==> src/rtl/xsim_link_mux.sv <==
// Shares one XsimLink endpoint among NCHAN clients: link bring-up sequencing,
// packet-granular round-robin TX with a header word, and header-routed RX.
module xsim_link_mux #(
  parameter int DATAWIDTH  = 32,
  parameter int NCHAN      = 4,
  parameter int LINKNUMBER = 0,
  parameter int LISTENING  = 0
) (
  input  logic                       CLK,
  input  logic                       RST,
  output logic                       start_listening,
  output logic [31:0]                start_linknumber,
  output logic                       en_start,
  input  logic                       link_up,
  output logic                       en_tx_enq,
  output logic [DATAWIDTH-1:0]       tx_enq_v,
  input  logic                       rdy_tx_enq,
  output logic                       en_rx_deq,
  input  logic [DATAWIDTH-1:0]       rx_first,
  input  logic                       rdy_rx_deq,
  input  logic [NCHAN-1:0]           cl_tx_valid,
  input  logic [NCHAN*DATAWIDTH-1:0] cl_tx_data,
  input  logic [NCHAN*16-1:0]        cl_tx_len,
  output logic [NCHAN-1:0]           cl_tx_ready,
  output logic [NCHAN-1:0]           cl_rx_valid,
  output logic [DATAWIDTH-1:0]       cl_rx_data,
  input  logic [NCHAN-1:0]           cl_rx_ready,
  output logic                       running,
  output logic                       err_bad_chan
);

  localparam int CW = (NCHAN > 1) ? $clog2(NCHAN) : 1;

  typedef enum logic [1:0] {L_IDLE, L_START, L_WAIT, L_RUN} link_st_t;
  typedef enum logic [1:0] {T_IDLE, T_HDR, T_DATA} tx_st_t;
  typedef enum logic [1:0] {R_HDR, R_DATA, R_DROP} rx_st_t;

  link_st_t l_st, l_nxt;
  tx_st_t   t_st, t_nxt;
  rx_st_t   r_st, r_nxt;

  logic [CW-1:0] rr_ptr, rr_nxt, tx_g, tx_g_nxt, gnt_idx, cand;
  logic          gnt_ok;
  logic [15:0]   tx_len, tx_len_nxt, tx_cnt, tx_cnt_nxt;
  logic [7:0]    rx_ch, rx_ch_nxt;
  logic [15:0]   rx_cnt, rx_cnt_nxt;
  logic          err_nxt;

  // A zero-length request still carries one word, so it becomes length 1.
  function automatic logic [15:0] coerce_len(input logic [15:0] len);
    return (len == 16'd0) ? 16'd1 : len;
  endfunction

  function automatic logic [DATAWIDTH-1:0] mk_hdr(input logic [CW-1:0] ch, input logic [15:0] len);
    logic [DATAWIDTH-1:0] h;
    h        = '0;
    h[23:16] = 8'(ch);
    h[15:0]  = len;
    return h;
  endfunction

  assign start_listening  = LISTENING[0];
  assign start_linknumber = LINKNUMBER[31:0];
  assign cl_rx_data       = rx_first;
  assign en_start         = (l_st == L_START);
  assign running          = (l_st == L_RUN) && link_up;

  always_ff @(posedge CLK) begin
    if (RST) begin
      l_st         <= L_IDLE;
      t_st         <= T_IDLE;
      r_st         <= R_HDR;
      rr_ptr       <= '0;
      err_bad_chan <= 1'b0;
    end else begin
      l_st         <= l_nxt;
      t_st         <= t_nxt;
      r_st         <= r_nxt;
      rr_ptr       <= rr_nxt;
      err_bad_chan <= err_nxt;
    end
  end

  always_ff @(posedge CLK) begin
    tx_g   <= tx_g_nxt;
    tx_len <= tx_len_nxt;
    tx_cnt <= tx_cnt_nxt;
    rx_ch  <= rx_ch_nxt;
    rx_cnt <= rx_cnt_nxt;
  end

  always_comb begin
    l_nxt = l_st;
    case (l_st)
      L_IDLE:  l_nxt = L_START;
      L_START: l_nxt = L_WAIT;
      L_WAIT:  if (link_up) l_nxt = L_RUN;
      default: l_nxt = L_RUN;
    endcase
  end

  always_comb begin
    t_nxt       = t_st;
    rr_nxt      = rr_ptr;
    tx_g_nxt    = tx_g;
    tx_len_nxt  = tx_len;
    tx_cnt_nxt  = tx_cnt;
    en_tx_enq   = 1'b0;
    tx_enq_v    = '0;
    cl_tx_ready = '0;
    gnt_ok      = 1'b0;
    gnt_idx     = '0;
    cand        = '0;
    // Search starts just after the last served channel.
    for (int i = 1; i <= NCHAN; i++) begin
      cand = CW'((int'(rr_ptr) + i) % NCHAN);
      if (!gnt_ok && cl_tx_valid[cand]) begin
        gnt_ok  = 1'b1;
        gnt_idx = cand;
      end
    end
    case (t_st)
      T_IDLE: begin
        if (running && gnt_ok) begin
          tx_g_nxt   = gnt_idx;
          tx_len_nxt = coerce_len(cl_tx_len[int'(gnt_idx)*16 +: 16]);
          t_nxt      = T_HDR;
        end
      end
      T_HDR: begin
        tx_enq_v  = mk_hdr(tx_g, tx_len);
        en_tx_enq = rdy_tx_enq && running;
        if (en_tx_enq) begin
          tx_cnt_nxt = tx_len;
          t_nxt      = T_DATA;
        end
      end
      T_DATA: begin
        tx_enq_v          = cl_tx_data[int'(tx_g)*DATAWIDTH +: DATAWIDTH];
        cl_tx_ready[tx_g] = rdy_tx_enq && running;
        en_tx_enq         = cl_tx_valid[tx_g] && cl_tx_ready[tx_g];
        if (en_tx_enq) begin
          tx_cnt_nxt = tx_cnt - 16'd1;
          if (tx_cnt == 16'd1) begin
            t_nxt  = T_IDLE;
            rr_nxt = tx_g;
          end
        end
      end
      default: t_nxt = T_IDLE;
    endcase
  end

  always_comb begin
    r_nxt       = r_st;
    rx_ch_nxt   = rx_ch;
    rx_cnt_nxt  = rx_cnt;
    en_rx_deq   = 1'b0;
    cl_rx_valid = '0;
    err_nxt     = 1'b0;
    case (r_st)
      R_HDR: begin
        en_rx_deq = rdy_rx_deq && running;
        if (en_rx_deq) begin
          rx_ch_nxt  = rx_first[23:16];
          rx_cnt_nxt = rx_first[15:0];
          if (rx_first[15:0] == 16'd0) begin
            r_nxt = R_HDR;
          end else if ({1'b0, rx_first[23:16]} >= 9'(NCHAN)) begin
            err_nxt = 1'b1;
            r_nxt   = R_DROP;
          end else begin
            r_nxt = R_DATA;
          end
        end
      end
      R_DATA: begin
        for (int i = 0; i < NCHAN; i++)
          cl_rx_valid[i] = (rx_ch == 8'(i)) && rdy_rx_deq && running;
        en_rx_deq = |(cl_rx_valid & cl_rx_ready);
        if (en_rx_deq) begin
          rx_cnt_nxt = rx_cnt - 16'd1;
          if (rx_cnt == 16'd1) r_nxt = R_HDR;
        end
      end
      R_DROP: begin
        en_rx_deq = rdy_rx_deq && running;
        if (en_rx_deq) begin
          rx_cnt_nxt = rx_cnt - 16'd1;
          if (rx_cnt == 16'd1) r_nxt = R_HDR;
        end
      end
      default: r_nxt = R_HDR;
    endcase
  end

endmodule

==> config.mk <==
export PLATFORM = sky130hd
export DESIGN_NAME = xsim_link_mux
export DESIGN_NICKNAME = d
export VERILOG_FILES = /design/src/rtl/xsim_link_mux.sv
export SDC_FILE = /design/constraint.sdc
export NUM_CORES = 1
export LEC_CHECK = 0
export CAP_MARGIN = 20
export CORE_AREA = 2 2 135 137
export CTS_CLUSTER_SIZE = 25
export DETAILED_ROUTE_END_ITERATION = 8
export DIE_AREA = 0 0 137 139
export PLACE_DENSITY = 0.73
export SYNTH_ARGS = -nofsm -noshare
export SYNTH_HDL_FRONTEND = slang
export SYNTH_SLANG_ARGS = --single-unit
==> constraint.sdc <==
create_clock -name CLK -period 2.9 [get_ports CLK]
set_clock_uncertainty 0.2 [all_clocks]
set_input_delay 0.29 -clock CLK [delete_from_list [all_inputs] [get_ports CLK]]
set_output_delay 0.29 -clock CLK [all_outputs]
set_load 0.01 [all_outputs]
* Word level (Yosys, flattened, before mapping)
Cells that the tools add are included.
** Operators by class
- Reduce and logical (&&, ||, !) cells :: 38
- Add/sub/neg operators :: 6
- $lt $le $gt $ge :: 7
- Bitwise operators :: 4
- Muxes and demuxes :: 49
- Eq/ne operators :: 20
- Shift-type cells :: 2
** Operators by type and width (count)
- $shiftx 128x8->32 :: 1
- $mux 16 :: 5
- $pmux 32 s2 :: 1
- $shiftx 64x7->16 :: 1
- $pmux 16 s3 :: 1
- $eq 16x1->1 const B :: 2
- $logic_not 16->1 :: 2
- $pmux 16 s2 :: 1
- $sub 16x1->16 const B :: 2
- $mux 2 :: 15
- $pmux 2 s3 :: 3
- $logic_and 1x1->1 :: 17
- $eq 8x2->1 const B :: 2
- $ne 2x2->1 const B :: 8
- $lt 2x3->1 const B :: 5
- $bmux 1 s2 :: 6
- $mux 1 :: 12
- $reduce_and 3->1 :: 3
- $and 4x4->4 :: 2
- $eq 2x2->1 const B :: 4
- $eq 8x1->1 const B :: 1
- $ge 8x3->1 const B :: 1
- $logic_not 8->1 :: 1
- $mux 4 :: 2
- other kinds (15) :: 28
** Storage, ports and cells
- Logic and storage cells :: 136
- Output and inout port bits :: 110
- Input bits :: 237
- Bits in registers :: 67

* Logic depth before layout (Yosys ltp)
Gate-level depths: netlist of the first run.
- Depth after elaboration :: 16
- Mapped depth :: 8
- Depth with buffers taken out :: 8

* Worst setup path before layout of the first run
OpenSTA, ideal clock, no wires.
- Kind :: reg-to-reg
- Start point :: reg rr_ptr[1]
- End point :: reg tx_len[0], data pin
- Path slack :: 0.281 ns
- Data required time :: 2.535 ns
- Data arrival time :: 2.254 ns
- Cell stages (with the launch flop) :: 9
- Cells stage by stage :: dfxtp_1 -> o21a_1 -> buf_2 -> a211oi_4 -> buf_2 -> mux2i_1 -> mux2i_1 -> or4_4 -> o31ai_2
** On the way
- Longest elaborated chain between the ends :: 15
- Elaborated cells between the ends (all ways) :: 27
- Classes of those cells :: add/sub (4); shift (1); mux (15); reduce/logical (7)
** Ends and longest elaborated chain
- start, declared :: line 42 : logic [CW-1:0] rr_ptr, rr_nxt, tx_g, tx_g_nxt, gnt_idx, cand;
- start signal, assigned :: line 79 : rr_ptr <= rr_nxt;
- $add 2x1->2 :: line 116 : cand = CW'((int'(rr_ptr) + i) % NCHAN);
- $bmux 1 s2 :: line 117 : if (!gnt_ok && cl_tx_valid[cand]) begin
- $mux 1 (not written as such) :: line 117
- $mux 1 :: line 117
- $logic_not 1->1 :: line 117
- $logic_and 1x1->1 :: line 117
- $mux 1 :: line 117
- $logic_not 1->1 :: line 117
- $logic_and 1x1->1 :: line 117
- $mux 1 :: line 117
- $logic_not 1->1 :: line 117
- $logic_and 1x1->1 :: line 117
- $mux 2 (*) :: line 117
- named net gnt_idx[1] :: line 42
- $shiftx 64x7->16 (*) :: line 126 : tx_len_nxt = coerce_len(cl_tx_len[int'(gnt_idx)*16 +: 16]);
- $logic_not 16->1 :: line 51 : return (len == 16'd0) ? 16'd1 : len;
- end signal, assigned :: line 86 : tx_len <= tx_len_nxt;
- end, declared :: line 44 : logic [15:0] tx_len, tx_len_nxt, tx_cnt, tx_cnt_nxt;
Mark *: on every way through the listed nets, which the timed path passes. The rest lies on a longest branch. The select of a mux whose other input is x is not followed.
A chain may end at the register's enable or synchronous reset.

* Final worst setup path of the first run
- Start point :: reg tx_g[0]
- End point :: out tx_enq_v[12]
** On the way
- Longest elaborated chain between the ends :: 2
** Ends and longest elaborated chain
- start, declared :: line 42
- start signal, assigned :: line 85 : tx_g <= tx_g_nxt;
- $shiftx 128x8->32 :: line 139 : tx_enq_v = cl_tx_data[int'(tx_g)*DATAWIDTH +: DATAWIDTH];
- $pmux 32 s2 :: line 122 : case (t_st)
- end, declared :: line 16 : output logic [DATAWIDTH-1:0] tx_enq_v,
Every way passes these cells.

==> impl_metrics.tcl, run 1 <==
set metrics [dict create \
    insertion_delay_ns 0.34 \
    floorplan.die_area_um2 19000 \
    worst-setup-path-type "reg -> out" \
    critical_path_required_ns 2.41 \
    maxSlewViolCount 0 \
    place_hpwl_mm 16.6 \
    clockBufferDepth 2 \
    synthesized_instance_count 583 \
    gpl.final_weighted_congestion 0.897 \
    h-tree-depth 3 \
    initial_utilization_pct 33.7 \
    detail_route.vias_per_cell 5.10 \
    layout.area.seq_um2 1920 \
    clock-sinks 67 \
    critical_path_peak_fanout 16 \
    share_of_synthesized_registers_carrying_an_async_set_or_reset_pct 0 \
    row_count 49 \
    postLayoutCellArea_um2 9440 \
    layout-area-overhead-vs-synth_pct 58.5 \
    share_comb_of_total_power_pct 27.2 \
    power_per_cell_area_nw_per_um2 341 \
    postSynth.topFlopCell "sky130_fd_sc_hd__edfxtp_1" \
    timing.critical_path.from_type "register" \
    detailedRoute.firstIterationViolations 387 \
    classification_of_the_worst_slack_hold_path "reg -> reg" \
    synthesized_area_per_cell_um2 10.2 \
    postCtsHoldBufs 0 \
    net-switching-power_mw 0.807 \
    drtPass1Iterations 4 \
    report.final.hold_viol_count 0 \
    place.port_buffers 297 \
    synth-compound-area-share_pct 14.2 \
    final.period_utilization_pct 96.5 \
    report.final.setup_viol 0 \
    clockRootBuffer "sky130_fd_sc_hd__clkbuf_16" \
    synth_edf_count 58 \
    via_count_of_the_first_global_routing_pass 5508 \
    worst_setup_path_end_kind "primary output" \
    drc_violation_count_after_routing 0 \
    synthesis.yosys.warnings 0 \
    post-route-worst-setup-slack_ns 0.100 \
    slew_headroom_pct 55.0 \
    synth_mux_area_share_pct 19.8 \
    ff2ff_setup_slack_ns 0.33 \
    boundaryPins 347 \
    synth_seq_cells 67 \
    worstMarginPinSlew_ns 0.666 \
    power.ir.vdd_worst_uv 300 \
    fp.dieW_um 137 \
    critical_path.startpoint "tx_g[0]" \
    synth-adder-area-share_pct 2.31 \
    area_taken_by_multi_input_logic_gates_um2 3470 \
    grt-ovfl-total 0 \
    total_leakage_power_nw 3.50 \
    grt_antenna_before_repair 1 \
    grt_use_total_pct 20.9 \
    detailed_route_wl_mm 20.4 \
    grt_first_pass_wirelength_mm 30.5 \
    worst_ep_arrival_time_ns 2.31 \
    synth.yosys.seq_area_share_pct 32.3 \
    layout-drive-gt1-share_pct 11.4 \
    synth-simple-area-share_pct 16.1 \
    post_drt_wl_per_cell_um 18.7 \
    switching_share_pct 25.1 \
    critical_path.reg2reg.endpoint "tx_len[0]" \
    cts_tree "done" \
    fillers 1597 \
    finalCriticalPeriod_ns 2.80 \
    power.share.sequential_pct 36.1 \
    remaining_number_of_nets_flagged_by_the_antenna_check_after_routing 0 \
    worst-r2r-cell-count 7 \
    main_combinational_cell_family_by_area_after_synthesis "multiplexers" \
    finish.net_count 1110 \
    r2r_start "rr_ptr[0]" \
    cts_buffers 9 \
    design_internal_power_mw 2.41 \
    vias 5592 \
    clock_edge_transition_at_the_registers_on_the_reported_setup_and_hold_paths_ns 0.06 \
    floorplan.core_area_um2 17700 \
    final.setup.tns_ns 0 \
    grt_max_degree 40 \
    dieHeight_um 139 \
    worst_hold_path.num_cells 2 \
    outcome "finished clean" \
    synth-xor-area-share_pct 3.53 \
    distinct_cell_type_count_after_synthesis 54 \
    cp-endpoint "tx_enq_v[12]" \
    maximum_clock_frequency_mhz 357 \
    pre_cts_setup_slack_ns 0.00118 \
    power.share.clock_pct 36.7 \
    timing.max_cap.violations 0 \
    syn-cell-area_um2 5960 \
    num_antenna_cells 0 \
    post_dp_cell_area_um2 9040 \
]
per-layer routing:
layer	GRT usage, %	part of all wire [%]	up-vias
li1	-	-	2682
met1	28.6	44	2655
met2	32.8	48	218
met3	4.93	6.3	35
met4	6.29	1.8	2
met5	0	0.054	-
synthesized netlist by cell type (all sizes together) (11+ instances only):
library cell | instances | area share [%]
ha | 11 | 2.3
nor3b | 13 | 1.8
a21oi | 29 | 2.4
edfxtp | 58 | 29
clkbuf | 24 | 1.5
mux4 | 34 | 13
xnor2 | 18 | 2.6
nor2 | 53 | 3.3
mux2i | 38 | 6.4
and2 | 18 | 1.9
nor3 | 16 | 1.3
nand2 | 19 | 1.2
inv | 17 | 1.1
o21ai | 20 | 1.7
buf | 77 | 9.2
a22o | 18 | 2.6
power groups by stage:
stage	clock network [mW]	registers [mW]	logic, mW
after floorplan	0	1.17	0.450
after global placement	0	1.18	0.858
after detailed placement	0	1.18	0.868
after CTS	1.20	1.16	0.873
after global routing	1.25	1.17	0.947
final	1.18	1.16	0.875
worst max-delay path, cell delays in order (launching register included):
cell,delay (ns)
sky130_fd_sc_hd__edfxtp_1,0.38
sky130_fd_sc_hd__buf_12,0.13
sky130_fd_sc_hd__buf_12,0.18
sky130_fd_sc_hd__mux4_2,0.54
sky130_fd_sc_hd__a22o_1,0.20
sky130_fd_sc_hd__clkdlybuf4s50_1,0.53
final cells by class:
| class | instances | area share [%] |
|---|---|---|
| clock buffers | 10 | 2.43 |
| clock inverters | 6 | 0.941 |
| inverters | 17 | 0.676 |
| multi-input cells | 430 | 36.8 |
| flip-flops and latches | 67 | 20.4 |
| well taps | 229 | 3.04 |
| repair buffers | 337 | 35.8 |
registers in the layout, summed over array words and instances (netlist names):
name          cells
err_bad_chan      1
l_st              2
r_st              2
rr_ptr            2
rx_ch             8
rx_cnt           16
t_st              2
tx_cnt           16
tx_g              2
tx_len           16
cell families (layout without fill, tap and decap cells):
logic type | Yosys count | after routing
compound gates | 115 | 115
xor+xnor | 24 | 24
flops | 67 | 67
other cells | 1 | 33
buf+inv | 118 | 370
fa+ha+maj | 11 | 11
mux | 75 | 75
simple gates | 172 | 172
through the flow:
step           utilization [%]  instances  power, mW  hold WS, ns
6_report                  53.5       1096       3.22        0.302
5_1_grt                   53.5       1096       3.36        0.333
4_1_cts                   53.0       1094       3.23        0.302
3_5_place_dp              51.2       1078       2.05        0.296
3_3_place_gp              51.2       1078       2.04        0.283
2_1_floorplan                -        615       1.62        0.189
layout by cell type, fill, tap and decap left out, types with 3 or more instances in the layout:
master / netlist / routed
sky130_fd_sc_hd__nor3b_1: 12 / 12
sky130_fd_sc_hd__o21ai_0: 18 / 18
sky130_fd_sc_hd__or4_1: 3 / 3
sky130_fd_sc_hd__nand2b_1: 3 / 3
sky130_fd_sc_hd__nor2b_1: 9 / 9
sky130_fd_sc_hd__nor2_1: 53 / 53
sky130_fd_sc_hd__nand4_1: 3 / 3
sky130_fd_sc_hd__nor4_1: 10 / 10
sky130_fd_sc_hd__nor3_1: 16 / 14
sky130_fd_sc_hd__xnor2_1: 18 / 18
sky130_fd_sc_hd__a21oi_1: 29 / 29
sky130_fd_sc_hd__ha_1: 11 / 11
sky130_fd_sc_hd__or3_1: 3 / 3
sky130_fd_sc_hd__mux2i_1: 38 / 38
sky130_fd_sc_hd__inv_1: 17 / 17
sky130_fd_sc_hd__clkbuf_16: 0 / 10
sky130_fd_sc_hd__o21a_1: 4 / 4
sky130_fd_sc_hd__a31oi_1: 3 / 3
sky130_fd_sc_hd__a211o_1: 9 / 9
sky130_fd_sc_hd__a22o_1: 18 / 18
sky130_fd_sc_hd__conb_1: 1 / 33
sky130_fd_sc_hd__a311oi_1: 10 / 10
sky130_fd_sc_hd__and2_1: 18 / 18
sky130_fd_sc_hd__nand2_1: 19 / 19
sky130_fd_sc_hd__edfxtp_1: 58 / 58
sky130_fd_sc_hd__nor4b_1: 3 / 3
sky130_fd_sc_hd__nor4bb_1: 9 / 9
sky130_fd_sc_hd__dfxtp_1: 9 / 9
sky130_fd_sc_hd__buf_12: 0 / 6
sky130_fd_sc_hd__buf_4: 65 / 33
sky130_fd_sc_hd__xor2_1: 6 / 6
sky130_fd_sc_hd__mux2_2: 3 / 3
sky130_fd_sc_hd__mux4_2: 34 / 34
sky130_fd_sc_hd__a32o_1: 6 / 6
sky130_fd_sc_hd__dlymetal6s2s_1: 0 / 4
sky130_fd_sc_hd__o2111a_1: 3 / 3
sky130_fd_sc_hd__a2111o_1: 3 / 3
sky130_fd_sc_hd__clkdlybuf4s50_1: 0 / 292
worst min path at each step:
stage	from	endpoint	slack (ns)
final	r_st[0]	r_st[0]	0.30
after CTS	r_st[0]	r_st[0]	0.30
after detailed placement	r_st[0]	r_st[0]	0.30
after global placement	r_st[0]	r_st[0]	0.28
after floorplan	rx_first[16]	rx_ch[0]	0.19
after global routing	r_st[0]	r_st[0]	0.33
what timing repair did:
item,CTS,global route
endpoints found under the setup margin,5,11
cloned,0,1
resized for setup,2,8
setup buffers,0,1
Power figures use the tool's default switching activity.
==> run 2: changes to the inputs <==
==> constraint.sdc (replaced) <==
create_clock -name CLK -period 3.2 [get_ports CLK]
set_clock_uncertainty 0.2 [all_clocks]
set_input_delay 0.32 -clock CLK [delete_from_list [all_inputs] [get_ports CLK]]
set_output_delay 0.32 -clock CLK [all_outputs]
set_load 0.01 [all_outputs]
==> run 2 against run 1 <==
Clock power is 22% lower. Sequential power shrank 9%. Die area unchanged. Setup slack better by 0.19 ns. Via count fell by 1.8%.
==> impl_metrics.tcl, run 2 (synthesis results as in run 1) <==
set metrics [dict create \
    dieHeight_um 139 \
    fp.dieW_um 137 \
    initial_utilization_pct 33.7 \
    via_count_of_the_first_global_routing_pass 5396 \
    report.final.hold_viol_count 0 \
    layout-drive-gt1-share_pct 9.53 \
    gpl.final_weighted_congestion 0.870 \
    detailed_route_wl_mm 19.9 \
    boundaryPins 347 \
    drtPass1Iterations 5 \
    post-layout-total-power_mw 2.74 \
    crit_slowest_cell "sky130_fd_sc_hd__clkdlybuf4s50_1" \
    worst_setup_path_end_kind "primary output" \
    worstMarginPinSlew_ns 0.656 \
    fillers 1588 \
    biggest_regs "rx_cnt x16, tx_cnt x16, tx_len x16" \
    insertion_delay_ns 0.34 \
    cts_post_setup_buffers_inserted 0 \
    grt_first_pass_wirelength_mm 30.0 \
    vias 5491 \
    grt_antenna_before_repair 1 \
    drc_violation_count_after_routing 0 \
    worst_ep_arrival_time_ns 2.39 \
    finalCriticalPeriod_ns 2.91 \
    finish.net_count 1093 \
    cts_buffers 9 \
    layout_common_cells "sky130_fd_sc_hd__clkdlybuf4s50_1 (297), sky130_fd_sc_hd__edfxtp_1 (58), sky130_fd_sc_hd__nor2_1 (53), sky130_fd_sc_hd__mux2i_1 (38), sky130_fd_sc_hd__mux4_2 (34)" \
    maxSlewViolCount 0 \
    clockBufferDepth 2 \
    remaining_number_of_nets_flagged_by_the_antenna_check_after_routing 0 \
    grt-ovfl-total 0 \
    detail_route.vias_per_cell 5.09 \
    postCtsHoldBufs 0 \
    place.port_buffers 297 \
    place_hpwl_mm 16.3 \
    grt_max_degree 40 \
    timing.critical_path.from_type "register" \
    critical_path_peak_fanout 4 \
    h-tree-depth 3 \
    maximum_clock_frequency_mhz 344 \
    power.ir.vdd_worst_uv 245 \
    floorplan.die_area_um2 19000 \
    clockRootBuffer "sky130_fd_sc_hd__clkbuf_16" \
    layout.cells.most_common "sky130_fd_sc_hd__clkdlybuf4s50_1" \
    clock-sinks 67 \
    timing.max_cap.violations 0 \
    total_leakage_power_nw 3.29 \
    power_per_cell_area_nw_per_um2 298 \
    worst-setup-path-type "reg -> out" \
    critical_path_required_ns 2.68 \
    layout-area-overhead-vs-synth_pct 54.3 \
    post_drt_wl_per_cell_um 18.4 \
    clock_edge_transition_at_the_registers_on_the_reported_setup_and_hold_paths_ns 0.06 \
    area_taken_by_multi_input_logic_gates_um2 3460 \
    grt_setup_unrepaired "false" \
    final.setup.tns_ns 0 \
    timing.critical_path.cells "or4_1 -> nor3_2 -> nand3_1 -> nor3_1 -> clkdlybuf4s50_1" \
    cts_tree "done" \
    post-route-util_pct 52.0 \
    report.final.setup_viol 0 \
    critical_path_buf_inv_count 1 \
    outcome "finished clean" \
    floorplan.core_area_um2 17700 \
    timing.critical_path.max_delay_family "simple AND/OR/NAND/NOR gates" \
    num_antenna_cells 0 \
    classification_of_the_worst_slack_hold_path "reg -> reg" \
    row_count 49 \
    final.period_utilization_pct 90.8 \
    layout.area.seq_um2 1920 \
    crit_path_max_incr_delay_ns 0.58 \
    grt_use_total_pct 20.7 \
    slew_headroom_pct 55.6 \
    detailedRoute.firstIterationViolations 438 \
]
==> run 2: final cells by class <==
type	count	area share, %
flip-flops and latches	67	20.9
repair buffers	320	34.6
multi-input cells	430	37.6
inverters	17	0.694
well taps	229	3.12
clock inverters	7	0.558
clock buffers	9	2.45
==> run 2: routing by layer <==
layer | GRT usage (%) | up-vias | share of wire [%]
li1 | - | 2654 | -
met1 | 28.4 | 2608 | 44
met2 | 32.3 | 206 | 48
met3 | 5.70 | 21 | 7.0
met4 | 4.99 | 2 | 1.1
met5 | 0 | - | 0.065
==> run 2: final timing paths <==
kind                                 from              to  slack (ns)  cells past startpoint
worst min register to register    l_st[0]         l_st[1]        0.32                      2
worst min-delay path              l_st[0]         l_st[1]        0.32                      2
worst max-delay path             rx_ch[5]  cl_rx_valid[3]        0.29                      5
worst max register to register  rr_ptr[0]       tx_len[0]        0.46                      7
==> run 2: tightest hold or removal path, cell delays in order (launching register included) <==
cell                      delay (ns)
sky130_fd_sc_hd__dfxtp_1        0.34
sky130_fd_sc_hd__nor2_1         0.10
sky130_fd_sc_hd__nor2_1         0.04
==> run 2: per-stage QoR <==
stage	setup WS (ns)	std cells	area, um^2	hold WS, ns
2_1_floorplan	0.570	615	6080	0.219
3_3_place_gp	0.258	1063	8910	0.284
3_5_place_dp	0.215	1063	8910	0.315
4_1_cts	0.151	1079	9180	0.327
5_1_grt	0.127	1079	9190	0.369
6_report	0.294	1079	9190	0.324
==> run 2: repair_timing <==
item,4_1_cts,5_1_grt
endpoints found under the setup margin,0,3
resized for setup,0,1
endpoints found under the hold margin,0,0
==> run 2: report_power, final <==
group	switching [mW]	total (mW)	internal, mW
logic	0.303	0.769	0.467
registers	0.0376	1.05	1.01
clock network	0.388	0.915	0.527
total	0.728	2.74	2.01
